## src/rtl/div_seq_pkg.sv

```systemverilog
`default_nettype none
// ============================================================================
//  Module      : div_seq_pkg
//  Description : Shared types and constants for the multi-cycle divide
//                sequencer (div_seq) and its single-step datapath
//                (div_seq_iter).
//                  - div_state_e : sequencer FSM state encoding
//                  - result-ready, start/stop and stall request levels
//  Revision    : 1.0 - initial release
// ============================================================================
package div_seq_pkg;

   // Sequencer states. The encoding is shared with the rest of the core,
   // so it is fixed explicitly rather than left to the tool.
   typedef enum logic [1:0] {
      DIV_FREE   = 2'b00,
      DIV_BYZERO = 2'b01,
      DIV_ON     = 2'b10,
      DIV_END    = 2'b11
   } div_state_e;

   // Result-ready levels for ready_o
   localparam logic c_DIV_RESULT_READY     = 1'b1;
   localparam logic c_DIV_RESULT_NOT_READY = 1'b0;

   // Divide request levels seen on start_i
   localparam logic c_DIV_START = 1'b1;
   localparam logic c_DIV_STOP  = 1'b0;

   // Stall request levels driven on stall_req_o
   localparam logic c_STOP    = 1'b1;
   localparam logic c_NO_STOP = 1'b0;

endpackage : div_seq_pkg
`default_nettype wire

```

## src/rtl/div_seq_iter.sv

```systemverilog
`default_nettype none
// ============================================================================
//  Module      : div_seq_iter
//  Description : One restoring shift-subtract step of an unsigned divide.
//                Purely combinational.
//                The {rem, quo} pair is shifted left by one. The shifted
//                remainder is then trial-subtracted by the divisor. If the
//                trial is non-negative it becomes the new remainder and the
//                new quotient LSB is set. Otherwise the shifted remainder is
//                kept and the LSB stays clear.
//  Ports       : i_rem  [WIDTH] partial remainder
//                i_quo  [WIDTH] partial quotient / remaining dividend bits
//                i_dvs  [WIDTH] divisor magnitude
//                o_rem  [WIDTH] next partial remainder
//                o_quo  [WIDTH] next partial quotient
//  Revision    : 1.0 - initial release
// ============================================================================
module div_seq_iter
   import div_seq_pkg::*;
#(
   parameter int WIDTH = 32
) (
   input  logic [WIDTH-1:0] i_rem,
   input  logic [WIDTH-1:0] i_quo,
   input  logic [WIDTH-1:0] i_dvs,
   output logic [WIDTH-1:0] o_rem,
   output logic [WIDTH-1:0] o_quo
);

   // The shifted remainder needs WIDTH+1 bits. With an unsigned divisor
   // whose MSB is set, the remainder can reach 2^WIDTH after the shift.
   // A WIDTH+1 bit trial still classifies correctly. When the shifted value
   // is >= 2^WIDTH it always exceeds the divisor, and the difference fits
   // in WIDTH bits with the top bit clear.
   logic [WIDTH:0] w_shift;
   logic [WIDTH:0] w_trial;
   logic           w_neg;

   assign w_shift = {i_rem, i_quo[WIDTH-1]};
   assign w_trial = w_shift - {1'b0, i_dvs};
   assign w_neg   = w_trial[WIDTH];

   assign o_rem = w_neg ? w_shift[WIDTH-1:0] : w_trial[WIDTH-1:0];
   assign o_quo = {i_quo[WIDTH-2:0], ~w_neg};

endmodule : div_seq_iter
`default_nettype wire

```

## src/rtl/div_seq.sv

```systemverilog
`default_nettype none
// ============================================================================
//  Module      : div_seq
//  Description : Multi-cycle integer divide sequencer sitting beside EX.
//                Runs DIV / DIVU with an iterative restoring divider. There
//                is one quotient bit per cycle, followed by a single sign
//                fix-up cycle. While the divide is in flight it holds the
//                pipeline through stall_req_o. It returns {remainder,
//                quotient} for the HI/LO write path as a one-cycle pulse.
//                A flush (annul_i) abandons the in-flight divide.
//
//  Optional    : `DIV_EARLY_OUT_EN
//                When defined, operands with |dividend| < |divisor| finish
//                through the short BYZERO path. The result is quotient 0 and
//                remainder = original dividend. When undefined, such
//                operands take the full iterative path with identical
//                results.
//
//  Ports       : clk          clock, rising edge
//                rst          synchronous active-high reset
//                signed_div_i 1 = DIV (signed), 0 = DIVU
//                opdata1_i    dividend
//                opdata2_i    divisor
//                start_i      divide request, level, held while stalled
//                annul_i      cancel the in-flight divide
//                result_o     {remainder, quotient}, valid with ready_o
//                ready_o      one-cycle result-valid pulse
//                stall_req_o  stall request to the pipeline controller
//
//  Latency     : start accepted in cycle N
//                  normal        -> ready_o in cycle N+WIDTH+2
//                  divide-by-0   -> ready_o in cycle N+2
//  Revision    : 1.0 - initial release
// ============================================================================
module div_seq
   import div_seq_pkg::*;
#(
   parameter int WIDTH = 32,
   parameter int CNT_W = 6
) (
   input  logic               clk,
   input  logic               rst,
   input  logic               signed_div_i,
   input  logic [WIDTH-1:0]   opdata1_i,
   input  logic [WIDTH-1:0]   opdata2_i,
   input  logic               start_i,
   input  logic               annul_i,
   output logic [2*WIDTH-1:0] result_o,
   output logic               ready_o,
   output logic               stall_req_o
);

   // ------------------------------------------------------------------
   // State and working registers
   // ------------------------------------------------------------------
   div_state_e         r_state;
   logic [CNT_W-1:0]   r_cnt;
   logic [WIDTH-1:0]   r_rem;      // partial remainder
   logic [WIDTH-1:0]   r_quo;      // partial quotient / dividend bits
   logic [WIDTH-1:0]   r_dvs;      // divisor magnitude
   logic               r_neg_dvd;  // signed divide with negative dividend
   logic               r_neg_dvs;  // signed divide with negative divisor
   logic [2*WIDTH-1:0] r_result;
   logic               r_ready;

   // ------------------------------------------------------------------
   // Acceptance-time operand decode (only used in FREE)
   // ------------------------------------------------------------------
   logic             w_req;
   logic             w_dvs_zero;
   logic             w_neg1;
   logic             w_neg2;
   logic [WIDTH-1:0] w_mag1;
   logic [WIDTH-1:0] w_mag2;
   logic             w_early;

   assign w_req      = (start_i == c_DIV_START) && !annul_i;
   assign w_dvs_zero = (opdata2_i == '0);
   assign w_neg1     = signed_div_i && opdata1_i[WIDTH-1];
   assign w_neg2     = signed_div_i && opdata2_i[WIDTH-1];
   assign w_mag1     = w_neg1 ? (~opdata1_i + 1'b1) : opdata1_i;
   assign w_mag2     = w_neg2 ? (~opdata2_i + 1'b1) : opdata2_i;

`ifdef DIV_EARLY_OUT_EN
   // The divisor-zero case has priority in the FSM, so there is no need
   // to qualify this with a nonzero divisor here.
   assign w_early = (w_mag1 < w_mag2);
`else
   assign w_early = 1'b0;
`endif

   // ------------------------------------------------------------------
   // One restoring step per ON cycle
   // ------------------------------------------------------------------
   logic [WIDTH-1:0] w_rem_nxt;
   logic [WIDTH-1:0] w_quo_nxt;

   div_seq_iter #(
      .WIDTH (WIDTH)
   ) u_iter (
      .i_rem (r_rem),
      .i_quo (r_quo),
      .i_dvs (r_dvs),
      .o_rem (w_rem_nxt),
      .o_quo (w_quo_nxt)
   );

   // ------------------------------------------------------------------
   // Sign fix-up applied once, after the last iteration
   // ------------------------------------------------------------------
   logic [WIDTH-1:0] w_quo_fix;
   logic [WIDTH-1:0] w_rem_fix;

   assign w_quo_fix = (r_neg_dvd ^ r_neg_dvs) ? (~r_quo + 1'b1) : r_quo;
   assign w_rem_fix = r_neg_dvd               ? (~r_rem + 1'b1) : r_rem;

   // ------------------------------------------------------------------
   // Sequencer FSM
   // ------------------------------------------------------------------
   always_ff @(posedge clk) begin
      if (rst) begin
         r_state   <= DIV_FREE;
         r_cnt     <= '0;
         r_rem     <= '0;
         r_quo     <= '0;
         r_dvs     <= '0;
         r_neg_dvd <= 1'b0;
         r_neg_dvs <= 1'b0;
         r_result  <= '0;
         r_ready   <= c_DIV_RESULT_NOT_READY;
      end else begin
         case (r_state)
            DIV_FREE: begin
               r_result <= '0;
               r_ready  <= c_DIV_RESULT_NOT_READY;
               if (w_req) begin
                  if (w_dvs_zero) begin
                     // BYZERO reports {r_rem, r_quo}, so clear both here
                     r_state <= DIV_BYZERO;
                     r_rem   <= '0;
                     r_quo   <= '0;
                  end else if (w_early) begin
                     // Short path: remainder is the untouched dividend,
                     // so its sign is preserved automatically.
                     r_state <= DIV_BYZERO;
                     r_rem   <= opdata1_i;
                     r_quo   <= '0;
                  end else begin
                     r_state   <= DIV_ON;
                     r_rem     <= '0;
                     r_quo     <= w_mag1;
                     r_dvs     <= w_mag2;
                     r_neg_dvd <= w_neg1;
                     r_neg_dvs <= w_neg2;
                     r_cnt     <= '0;
                  end
               end
            end

            DIV_BYZERO: begin
               if (annul_i) begin
                  r_state <= DIV_FREE;
               end else begin
                  r_state  <= DIV_END;
                  r_result <= {r_rem, r_quo};
                  r_ready  <= c_DIV_RESULT_READY;
               end
            end

            DIV_ON: begin
               if (annul_i) begin
                  r_state <= DIV_FREE;
               end else if (r_cnt == CNT_W'(WIDTH)) begin
                  r_state  <= DIV_END;
                  r_result <= {w_rem_fix, w_quo_fix};
                  r_ready  <= c_DIV_RESULT_READY;
               end else begin
                  r_rem <= w_rem_nxt;
                  r_quo <= w_quo_nxt;
                  r_cnt <= r_cnt + CNT_W'(1);
               end
            end

            DIV_END: begin
               // Result is visible for exactly this cycle; annul_i ignored
               r_state  <= DIV_FREE;
               r_result <= '0;
               r_ready  <= c_DIV_RESULT_NOT_READY;
            end

            default: begin
               r_state <= DIV_FREE;
            end
         endcase
      end
   end

   // Combinational so that the accept cycle itself already stalls. It
   // drops in END, the cycle in which EX captures the result.
   assign stall_req_o = (w_req && (r_state != DIV_END)) ? c_STOP : c_NO_STOP;

   assign result_o = r_result;
   assign ready_o  = r_ready;

endmodule : div_seq
`default_nettype wire
```

## config.mk

```make
export PLATFORM = sky130hd
export DESIGN_NAME = div_seq
export DESIGN_NICKNAME = d
export VERILOG_FILES = /design/src/rtl/div_seq_pkg.sv /design/src/rtl/div_seq_iter.sv /design/src/rtl/div_seq.sv
export SDC_FILE = /design/constraint.sdc
export NUM_CORES = 1
export LEC_CHECK = 0
export ABC_AREA = 1
export BUFFER_PORTS_ARGS = -buffer_cell sky130_fd_sc_hd__buf_2
export CELL_PAD_IN_SITES_DETAIL_PLACEMENT = 1
export CELL_PAD_IN_SITES_GLOBAL_PLACEMENT = 1
export CORE_MARGIN = 2
export CORE_UTILIZATION = 38
export CTS_CLUSTER_DIAMETER = 30
export DETAILED_ROUTE_END_ITERATION = 6
export PLACE_DENSITY_LB_ADDON = 0.1
export SLEW_MARGIN = 20
export SYNTH_ARGS = -nofsm -noshare
export SYNTH_HDL_FRONTEND = slang
export SYNTH_SLANG_ARGS = --single-unit
export TNS_END_PERCENT = 50
```

## constraint.sdc

```tcl
create_clock -name clk -period 2.4 [get_ports clk]
set_clock_uncertainty 0.1 [all_clocks]
set_input_delay 0.72 -clock clk [delete_from_list [all_inputs] [get_ports clk]]
set_output_delay 0.72 -clock clk [all_outputs]
set_load 0.02 [all_outputs]
```

==> impl_metrics.yaml, run 1 <==
worst_setup_path:
  cp_num_buf_inv: 2
  timing.critical_path.to_type: "flop"
  crit_fanout: 5
  critical-path-slowest-cell: "dfxtp_2"
  path_delay_family: "simple AND/OR/NAND/NOR gates"
  top_cell_by_count_worst_path: "nand2_1"
  critical_path.max_stage_delay_ns: 0.43
  worst-endpoint-required_ns: 2.68
  crit-reg2reg-capture: "r_rem[13]"
  crit_chain: "ha_4 -> nand2_1 -> nand2_1 -> inv_1 -> nand2_1 -> nand2_1 -> nand2_1 -> a21oi_4 -> nand2_4 -> nand2_8 -> nand2_8 -> clkbuf_16 -> nand2_4 -> nand3_2 -> a21oi_2"
  r2r.worst_path.cells: 15
  criticalPathCategory: "reg -> reg"
  worstSetupStartpoint: "r_rem[18]"
  cp_data_arrival_time_ns: 2.71
  rr_startpoint: "r_rem[18]"
  worst_setup_path_start_kind: "flop"
  setup.reg_to_reg.worst_slack_ns: -0.03
  cp.depth: 15
layout:
  final_cell_mix: "nand2_1 (556), inv_1 (278), a21oi_1 (188), dfxtp_1 (156), nor2_1 (155)"
  layout.cells.most_common: "nand2_1"
  area_delta_synth_final_pct: 26.3
  finished_layout_cell_area_mm2: 0.0164
  nNetsFinal: 2459
  diodes: 0
  final_layout_size_suffix_gt1_share_pct: 23.0
yosys:
  post_synth_xor_area_fraction_pct: 4.59
  post_synth_inst_count: 2098
  synth_top_flop_cell: "dfxtp_1"
  ys_ff_latch: 171
  seq_area_frac_synth_pct: 26.4
  synth_compound_area_share_pct: 16.3
  synthDistinctLibCells: 49
  async_reset_ff_share_pct: 0
  synth_fa_ha_area_share_pct: 4.30
  synth_top_family_by_area: "simple AND/OR/NAND/NOR gates"
  synth_mux_area_share_pct: 0
  avgSynthCellArea_um2: 6.18
  yosys_warnings: 0
  netlist_top_cells_area: "dfxtp_1 (26%), nand2_1 (16%), inv_1 (8.1%), a21oi_1 (7.4%), nand3_1 (6.5%)"
  synth_largest_type_area_fraction_pct: 26.4
  netlist_area_mm2: 0.0130
  yosys.area_share.simple_pct: 37.1
  synthesis.nets: 2211
  count_of_flip_flops_with_a_built_in_enable_after_synthesis: 0
  yosys.area.top_type: "dfxtp_1"
clocking:
  cts.clk_slew.worst_paths_ns: 0.08
  maximum_buffer_depth_of_the_clock_tree: 2
  cts_buffers: 17
  cts_tree: "built"
  cts.sinks: 171
  worstSkewPairLatency_ns: 0.46
  htree_num_levels: 4
  clock_tree.root_cell: "clkbuf_16"
outcome:
  violations: "negative setup slack"
  outcome: "finished, violations left"
place:
  placed_area_mm2: 0.0152
  place.gp.congestion: 0.943
  portBuffers: 134
  place.detailed.hpwl_um: 39200
worst_hold_path:
  hold_path_end: "result_o[47]"
  min_from: "result_o[47]"
  timing.hold.worst.class: "reg -> reg"
  hold-path-cell-count: 2
timing:
  maxClockFrequency_ghz: 0.412
  min_period_over_period_pct: 101
  post-route-worst-setup-slack_ns: -0.0283
  unrepaired_setup_endpoints_after_global_routing: "yes"
  report.final.slew_viol_count: 0
  period_minus_slack_ns: 2.43
  tightest_slew_ns: 0.510
  slew-limit-headroom_pct: 66.0
  setup-tns-final_ns: -0.0426
  final-setup-viol-count: 3
  finalHoldWorstSlack_ns: 0.363
  report.final.hold_viol_count: 0
routing:
  routed_wirelength_um: 49400
  dr.first_iter.drc_count: 921
  post_drt_wl_per_cell_um: 17.6
  drc_errors: 0
  drt-vias-per-instance: 5.23
  via_count: 14670
  final_antenna_net_count: 0
  drtPass1Iterations: 5
global_route:
  grt_util_all_layers_pct: 27.4
  vias_in_the_first_global_route: 14664
  antenna_found_initial: 0
  grt_pass1_wl_um: 77700
  pin_count_of_the_biggest_net_entering_global_routing: 77
  gr-total-overflow: 0
floorplanning:
  io_pins: 135
  die_width_um: 189
  row_count: 67
  chipHeight_um: 189
  design.core.area_mm2: 0.0336
  floorplan.initialDensity_pct: 38.6
  area_enclosed_by_the_die_boundary_mm2: 0.0356
power_and_ir_drop:
  power_leakage_nw: 7.94
  vdd.ir_drop.worst_uv: 595
  powerDensity_mw_per_mm2: 1010
  power_mw: 16.5
flow_run:
  drv_cap: 0
## synthesized netlist by cell type, drive strengths merged, types with 2 or more instances
cell type  count
dfxtp        171
xnor2         19
a221oi         2
inv          293
a21oi        216
buf           34
nor2         171
o21bai         7
ha            43
nor4           6
o31ai          2
o211ai         2
o22ai          3
clkbuf        42
nand2        605
a31oi          3
a22oi         35
and2           3
nand4         33
nand3b         8
o21ai         96
nor3          44
or2           11
xor2          49
nand3        192
a211oi         3
## flip-flops by register name, summed over array words and instances (netlist names)
register,flops
r_neg_dvs,1
ready_o,1
r_cnt,6
result_o,64
r_state,2
r_quo,32
r_rem,32
r_neg_dvd,1
r_dvs,32
## cell families after synthesis
logic type               Yosys count
adder cells (fa/ha/maj)           44
AND/OR/NAND/NOR                 1075
buffers and inverters            369
AO/OA/AOI/OAI                    371
flip-flops                       171
XOR/XNOR                          68
## stage by stage
step                      std cells  utilization, %  worst slack, ns
after detailed placement       2765            45.2           -0.158
after CTS                      2797            47.1          0.00339
final                          2807            48.7          -0.0283
after global placement         2765            45.2          -0.0913
after floorplan                2098               -           0.0620
after global routing           2807            48.7           -0.126
## how the worst max path moves through the flow
| stage | endpoint | slack, ns |
|---|---|---|
| after floorplan | r_rem[13] | 0.06 |
| after global placement | r_quo[31] | -0.09 |
| after detailed placement | r_cnt[0] | -0.16 |
| after CTS | r_rem[1] | 0.003 |
| after global routing | result_o[48] | -0.13 |
| final | r_rem[13] | -0.03 |
## final cells by class
type | count | area [um2]
clock buffer | 17 | 425
clock inverter | 15 | 150
fill | 4540 | 17200
inverter | 293 | 1100
multi-input combinational | 1558 | 8520
sequential | 171 | 3440
tap | 448 | 561
timing repair buffer | 305 | 2180
## worst min-delay path, cell delays in order, from the launching register on
cell	delay, ns
dfxtp_1	0.31
nand2_1	0.06
a21oi_1	0.05
## metal layers
metal | vias to the layer above | global-route usage, % | share of wire (%)
met1 | 6993 | 40.1 | 49
met5 | - | 0 | 0
li1 | 7287 | - | -
met4 | 0 | 6.67 | 1.4
met3 | 43 | 3.59 | 5.1
met2 | 347 | 42.3 | 44
## power breakdown
part | switching, mW | internal [mW] | total (mW)
combinational | 6.38 | 3.39 | 9.77
sequential | 0.563 | 3.36 | 3.92
clock | 1.42 | 1.38 | 2.80
total | 8.36 | 8.13 | 16.5
## what timing repair did
action	4_1_cts	5_1_grt
hold buffers	0	0
pin swaps	4	26
cloned	0	4
setup buffers	0	6
gates resized for setup	13	89
endpoints found under the setup margin	31	110
Note: power is estimated with default switching activity, not from simulation.
==> run 2: changes to the inputs <==
- TNS_END_PERCENT: 50 -> 10
==> run 2 against run 1 <==
Net effect:
- the run still ends with negative setup slack left
- combinational power decreased by 0.4%
- die area did not move
- clock-buffer cell count unchanged
- critical path depth is 1 lower
- utilization is 0.19 points lower
- power down 0.31%
- via count about the same
- global-route usage stayed put
- critical endpoint unchanged
==> impl_metrics.yaml, run 2 (same netlist as run 1, synthesis figures left out) <==
global_route:
  grt_util_all_layers_pct: 27.4
  pin_count_of_the_biggest_net_entering_global_routing: 77
  vias_in_the_first_global_route: 14664
  antenna_found_initial: 0
  grt_pass1_wl_um: 77700
  gr-total-overflow: 0
worst_setup_path:
  critical_path.max_stage_delay_ns: 0.43
  worst_setup_path_start_kind: "flop"
  criticalPathCategory: "reg -> reg"
  cp.depth: 14
  worst-endpoint-required_ns: 2.63
  top_cell_by_count_worst_path: "nand2_1"
  r2r.worst_path.cells: 14
  cp_data_arrival_time_ns: 2.65
  path_delay_family: "simple AND/OR/NAND/NOR gates"
  crit_fanout: 12
  crit_chain: "ha_4 -> nand2_1 -> nand2_1 -> inv_1 -> nand2_1 -> nand2_1 -> nand2_1 -> a21oi_4 -> nand2_4 -> nand2_8 -> clkbuf_16 -> nand3_1 -> nand3_2 -> a21oi_2"
  critical-path-slowest-cell: "dfxtp_2"
  timing.critical_path.to_type: "flop"
  cp_num_buf_inv: 2
layout:
  layout.cells.most_common: "nand2_1"
  final_layout_size_suffix_gt1_share_pct: 22.6
  final.fill_count: 4542
  multi_input_gate_area_mm2: 0.00845
  nNetsFinal: 2459
  final-instance-count-excl-fill: 2807
  diodes: 0
  area_delta_synth_final_pct: 25.8
  final-seq-area_mm2: 0.00344
  largest_register_ffs: 64
  final_cell_mix: "nand2_1 (557), inv_1 (278), a21oi_1 (188), nand3_1 (158), dfxtp_1 (156)"
outcome:
  violations: "negative setup slack"
  outcome: "finished, violations left"
clocking:
  cts_tree: "built"
  clock_tree.root_cell: "clkbuf_16"
  maximum_buffer_depth_of_the_clock_tree: 2
  htree_num_levels: 4
  cts_hold_buffers: 0
  cts_buffers: 17
  worstSkewPairLatency_ns: 0.46
  cts.clk_slew.worst_paths_ns: 0.08
  cts.sinks: 171
floorplanning:
  row_count: 67
  design.core.area_mm2: 0.0336
  io_pins: 135
  area_enclosed_by_the_die_boundary_mm2: 0.0356
  die_width_um: 189
  floorplan.initialDensity_pct: 38.6
  chipHeight_um: 189
routing:
  drtPass1Iterations: 5
  post_drt_wl_per_cell_um: 17.6
  drc_errors: 0
  routed_wirelength_um: 49500
  final_antenna_net_count: 0
  dr.first_iter.drc_count: 830
  drt-vias-per-instance: 5.23
  via_count: 14677
worst_hold_path:
  timing.hold.worst.class: "reg -> reg"
  hold-path-cell-count: 2
place:
  numPlacedInstances: 2765
  portBuffers: 134
  place.detailed.hpwl_um: 39200
  place.gp.congestion: 0.943
power_and_ir_drop:
  switching_portion_of_total_power_pct: 50.6
  sequentialPowerShare_pct: 23.9
  power_leakage_nw: 7.89
  vdd.ir_drop.worst_uv: 604
  p_int_mw: 8.12
  combinational_share_of_power_pct: 59.1
  powerDensity_mw_per_mm2: 1010
  power_mw: 16.4
  share_clk_of_total_power_pct: 17.0
  net-switching-power_mw: 8.32
timing:
  unrepaired_setup_endpoints_after_global_routing: "yes"
  maxClockFrequency_ghz: 0.413
  post-route-worst-setup-slack_ns: -0.0192
  tightest_slew_ns: 0.514
  report.final.hold_viol_count: 0
  final-setup-viol-count: 3
  report.final.slew_viol_count: 0
  finalHoldWorstSlack_ns: 0.362
  min_period_over_period_pct: 101
  period_minus_slack_ns: 2.42
  slew-limit-headroom_pct: 65.7
flow_run:
  drv_cap: 0
run 2: cell counts in the layout (fill, tap and decap cells not counted):
No cell type changed its count.
run 2: metrics by stage:
step	TNS, ns	instance area (um2)	setup slack [ns]	util (%)
3_3_place_gp	-1.10	15200	-0.0913	45.2
3_5_place_dp	-6.42	15200	-0.158	45.2
4_1_cts	0	15800	0.00339	47.1
5_1_grt	-2.63	16300	-0.126	48.6
2_1_floorplan	0	13000	0.0620	-
6_report	-0.0308	16300	-0.0192	48.6
run 2: worst paths after layout:
path / slack, ns / to / start
min: 0.36 / result_o[45] / result_o[45]
max reg2reg: -0.02 / r_rem[13] / r_rem[18]
max: -0.02 / r_rem[13] / r_rem[18]
min reg2reg: 0.36 / result_o[45] / result_o[45]
run 2: cell type report:
type | instances | share of cell area [%]
multi-input combinational | 1558 | 51.8
sequential | 171 | 21.1
clock inverter | 15 | 0.920
tap | 448 | 3.43
clock buffer | 17 | 2.61
inverter | 293 | 6.77
timing repair buffer | 305 | 13.4
run 2: what timing repair did:
action / in CTS / in global routing
pin swaps: 4 / 19
hold endpoints to repair: 0 / 0
gates resized for setup: 13 / 76
endpoints found under the setup margin: 31 / 110
setup buffers: 0 / 6
cloned: 0 / 4
run 2: metal layers:
layer / up-vias / GRT usage (%) / wire, um
met2: 307 / 42.3 / 21900
met5: - / 0 / 0
met4: 0 / 6.67 / 728
met1: 7031 / 40.1 / 24700
met3: 49 / 3.59 / 2210
li1: 7290 / - / -
run 2: worst reg2reg max path: stages, from the launching register on:
cell,delay (ns)
dfxtp_2,0.43
ha_4,0.25
nand2_1,0.09
nand2_1,0.11
inv_1,0.07
nand2_1,0.07
nand2_1,0.07
nand2_1,0.10
a21oi_4,0.29
nand2_4,0.13
nand2_8,0.13
clkbuf_16,0.18
nand3_1,0.12
nand3_2,0.11
a21oi_2,0.05
run 2: power groups by stage:
stage          registers, mW  clock network (mW)  logic (mW)
6_report                3.93                2.79        9.73
4_1_cts                 3.89                2.85        9.16
3_5_place_dp            3.95                   0        9.07
5_1_grt                 3.99                2.96        10.7
3_3_place_gp            3.93                   0        8.85
2_1_floorplan           3.96                   0        5.79
==> run 3: changes to the inputs <==
==> constraint.sdc (replaced) <==
create_clock -name clk -period 2.4 [get_ports clk]
set_clock_uncertainty 0.1 [all_clocks]
set_input_delay 0.48 -clock clk [delete_from_list [all_inputs] [get_ports clk]]
set_output_delay 0.48 -clock clk [all_outputs]
set_load 0.02 [all_outputs]
==> run 3 against run 2 <==
Net effect:
- largest power group unchanged
- worst setup slack improved by 0.0050 ns
- the flow still finishes with violations (negative setup slack)
- power rose by 0.98%
- global-route usage rose by 0.55 points
- final cell count barely moved
- clock-buffer cell count did not move
- utilization fell by 0.056 points
- critical path depth rose by 3
- die area did not move
- register-to-register slack barely moved
- hold slack got worse by 0.12 ns
- first-iteration DRC count fell by 2.9%
- sequential share of layout area barely moved
==> impl_metrics.yaml, run 3 (same netlist as run 1, synthesis figures left out) <==
outcome:
  outcome: "finished, violations left"
  violations: "negative setup slack"
layout:
  final.fill_count: 4586
  layout.cells.most_common: "nand2_1"
  nNetsFinal: 2458
  final_layout_size_suffix_gt1_share_pct: 23.1
  final_cell_mix: "nand2_1 (556), inv_1 (279), a21oi_1 (188), buf_4 (158), dfxtp_1 (157)"
  area_delta_synth_final_pct: 25.7
  diodes: 0
  final_core_utilization_pct: 48.5
  final-instance-count-excl-fill: 2806
  finished_layout_cell_area_mm2: 0.0163
  largest_register_ffs: 64
global_route:
  vias_in_the_first_global_route: 14726
  most_used_routing_layer_in_global_routing: "met2"
  grt_util_all_layers_pct: 27.9
  gr-total-overflow: 0
  global_routing_met2_resource_utilization_pct: 43.9
  pin_count_of_the_biggest_net_entering_global_routing: 121
  grt_pass1_wl_um: 79300
  met3_usage_pct: 3.11
  antenna_found_initial: 0
  met1_usage_pct: 40.7
place:
  place.gp.congestion: 0.891
  place.detailed.hpwl_um: 39600
  placed_area_mm2: 0.0151
  portBuffers: 134
  numPlacedInstances: 2763
clocking:
  cts_tree: "built"
  cts_buffers: 17
  cts_hold_buffers: 0
  maximum_buffer_depth_of_the_clock_tree: 2
  cts.clk_slew.worst_paths_ns: 0.07
  worstSkewPairLatency_ns: 0.46
  cts.sinks: 171
  clock_tree.root_cell: "clkbuf_16"
  htree_num_levels: 4
worst_hold_path:
  hold_path_end: "r_quo[16]"
  hold-path-cell-count: 4
  min_from: "opdata1_i[16]"
  timing.hold.worst.class: "in -> reg"
routing:
  dr.first_iter.drc_count: 806
  post_drt_wl_per_cell_um: 17.7
  via_count: 14605
  routed_wirelength_um: 49600
  final_antenna_net_count: 0
  drc_errors: 0
  drtPass1Iterations: 5
  drt-vias-per-instance: 5.20
flow_run:
  drv_cap: 0
worst_setup_path:
  worst-endpoint-required_ns: 2.68
  crit_chain: "inv_2 -> ha_4 -> fa_2 -> inv_2 -> nand2_2 -> nand2_2 -> nand3_2 -> nand2_2 -> nand2_2 -> nand2_2 -> nand2_4 -> nand2_4 -> nand2_4 -> buf_12 -> nand3_1 -> nand3_2 -> a21oi_1"
  cp_data_arrival_time_ns: 2.69
  r2r.worst_path.cells: 17
  rr_startpoint: "r_quo[31]"
  top_cell_by_count_worst_path: "nand2_2"
  crit-reg2reg-capture: "r_rem[1]"
  crit_fanout: 24
  critical-path-slowest-cell: "dfxtp_2"
  timing.critical_path.to_type: "flop"
  critical_path.max_stage_delay_ns: 0.37
  worst_setup_path_start_kind: "flop"
  criticalPathCategory: "reg -> reg"
  setup.reg_to_reg.worst_slack_ns: -0.01
timing:
  post-route-worst-setup-slack_ns: -0.0141
  tightest_slew_ns: 0.708
  report.final.hold_viol_count: 0
  min_period_over_period_pct: 101
  slew-limit-headroom_pct: 52.8
  report.final.slew_viol_count: 0
  finalHoldWorstSlack_ns: 0.243
  maxClockFrequency_ghz: 0.414
  period_minus_slack_ns: 2.41
  final-setup-viol-count: 1
  unrepaired_setup_endpoints_after_global_routing: "yes"
power_and_ir_drop:
  power_leakage_nw: 7.89
  power_mw: 16.6
  powerDensity_mw_per_mm2: 1020
  vdd.ir_drop.worst_uv: 614
floorplanning:
  area_enclosed_by_the_die_boundary_mm2: 0.0356
  io_pins: 135
  floorplan.initialDensity_pct: 38.6
  chipHeight_um: 189
  design.core.area_mm2: 0.0336
  row_count: 67
  die_width_um: 189
[run 3: changes by cell type in the layout (fill, tap and decap cells not counted), sizes merged]
cell	delta
clkbuf	-3
inv	-3
buf	+2
bufinv	+2
clkinv	+2
clkinvlp	-1
[run 3: cell type report]
type	count	area (um2)	area share, %
Multi-Input combinational cell	1558	8460	51.9
Sequential cell	171	3440	21.1
Timing Repair Buffer	304	2100	12.9
Inverter	293	1110	6.81
Tap cell	448	561	3.44
Clock buffer	17	425	2.61
Clock inverter	15	201	1.24
[run 3: repair_timing]
action                     4_1_cts  5_1_grt
pin swaps                        5       10
buffers inserted                 4        5
cloned                           1        1
gates resized for setup         23       81
setup endpoints to repair       37      104
[run 3: routing by layer]
metal	wire, um	part of all wire [%]
met2	21900	44
met1	24800	50
met4	769	1.6
met3	2070	4.2
met5	0	0
[run 3: worst max path at each step]
stage                  from        end  slack [ns]  cells after the start
6_report          r_quo[31]   r_rem[1]       -0.01                     17
5_1_grt           r_quo[31]   r_rem[1]       -0.11                     17
4_1_cts           r_rem[13]  r_rem[29]       -0.01                     14
3_5_place_dp      r_quo[31]  r_rem[29]       -0.29                     17
3_3_place_gp   opdata2_i[0]  r_quo[31]       -0.42                     12
2_1_floorplan     r_quo[31]  r_rem[13]        0.06                     18
[run 3: stage by stage]
| stage | TNS (ns) | setup slack, ns |
|---|---|---|
| after CTS | -0.0200 | -0.0107 |
| after global placement | -14.40 | -0.415 |
| after global routing | -1.82 | -0.109 |
| after floorplan | 0 | 0.0620 |
| final | -0.0141 | -0.0141 |
| after detailed placement | -8.15 | -0.292 |
[run 3: where the power goes]
part / switching, mW / internal (mW)
clock network: 1.41 / 1.59
logic: 6.31 / 3.34
registers: 0.594 / 3.36
total: 8.32 / 8.29
[run 3: worst max-delay path: cells and delay by family (launching register included)]
family | cells | cell delay [ns]
DFF | 1 | 0.37
AOI/OAI and AO/OA | 1 | 0.16
adders and majority gates | 2 | 0.50
and+or+nand+nor | 11 | 0.87
buffers and inverters | 3 | 0.32
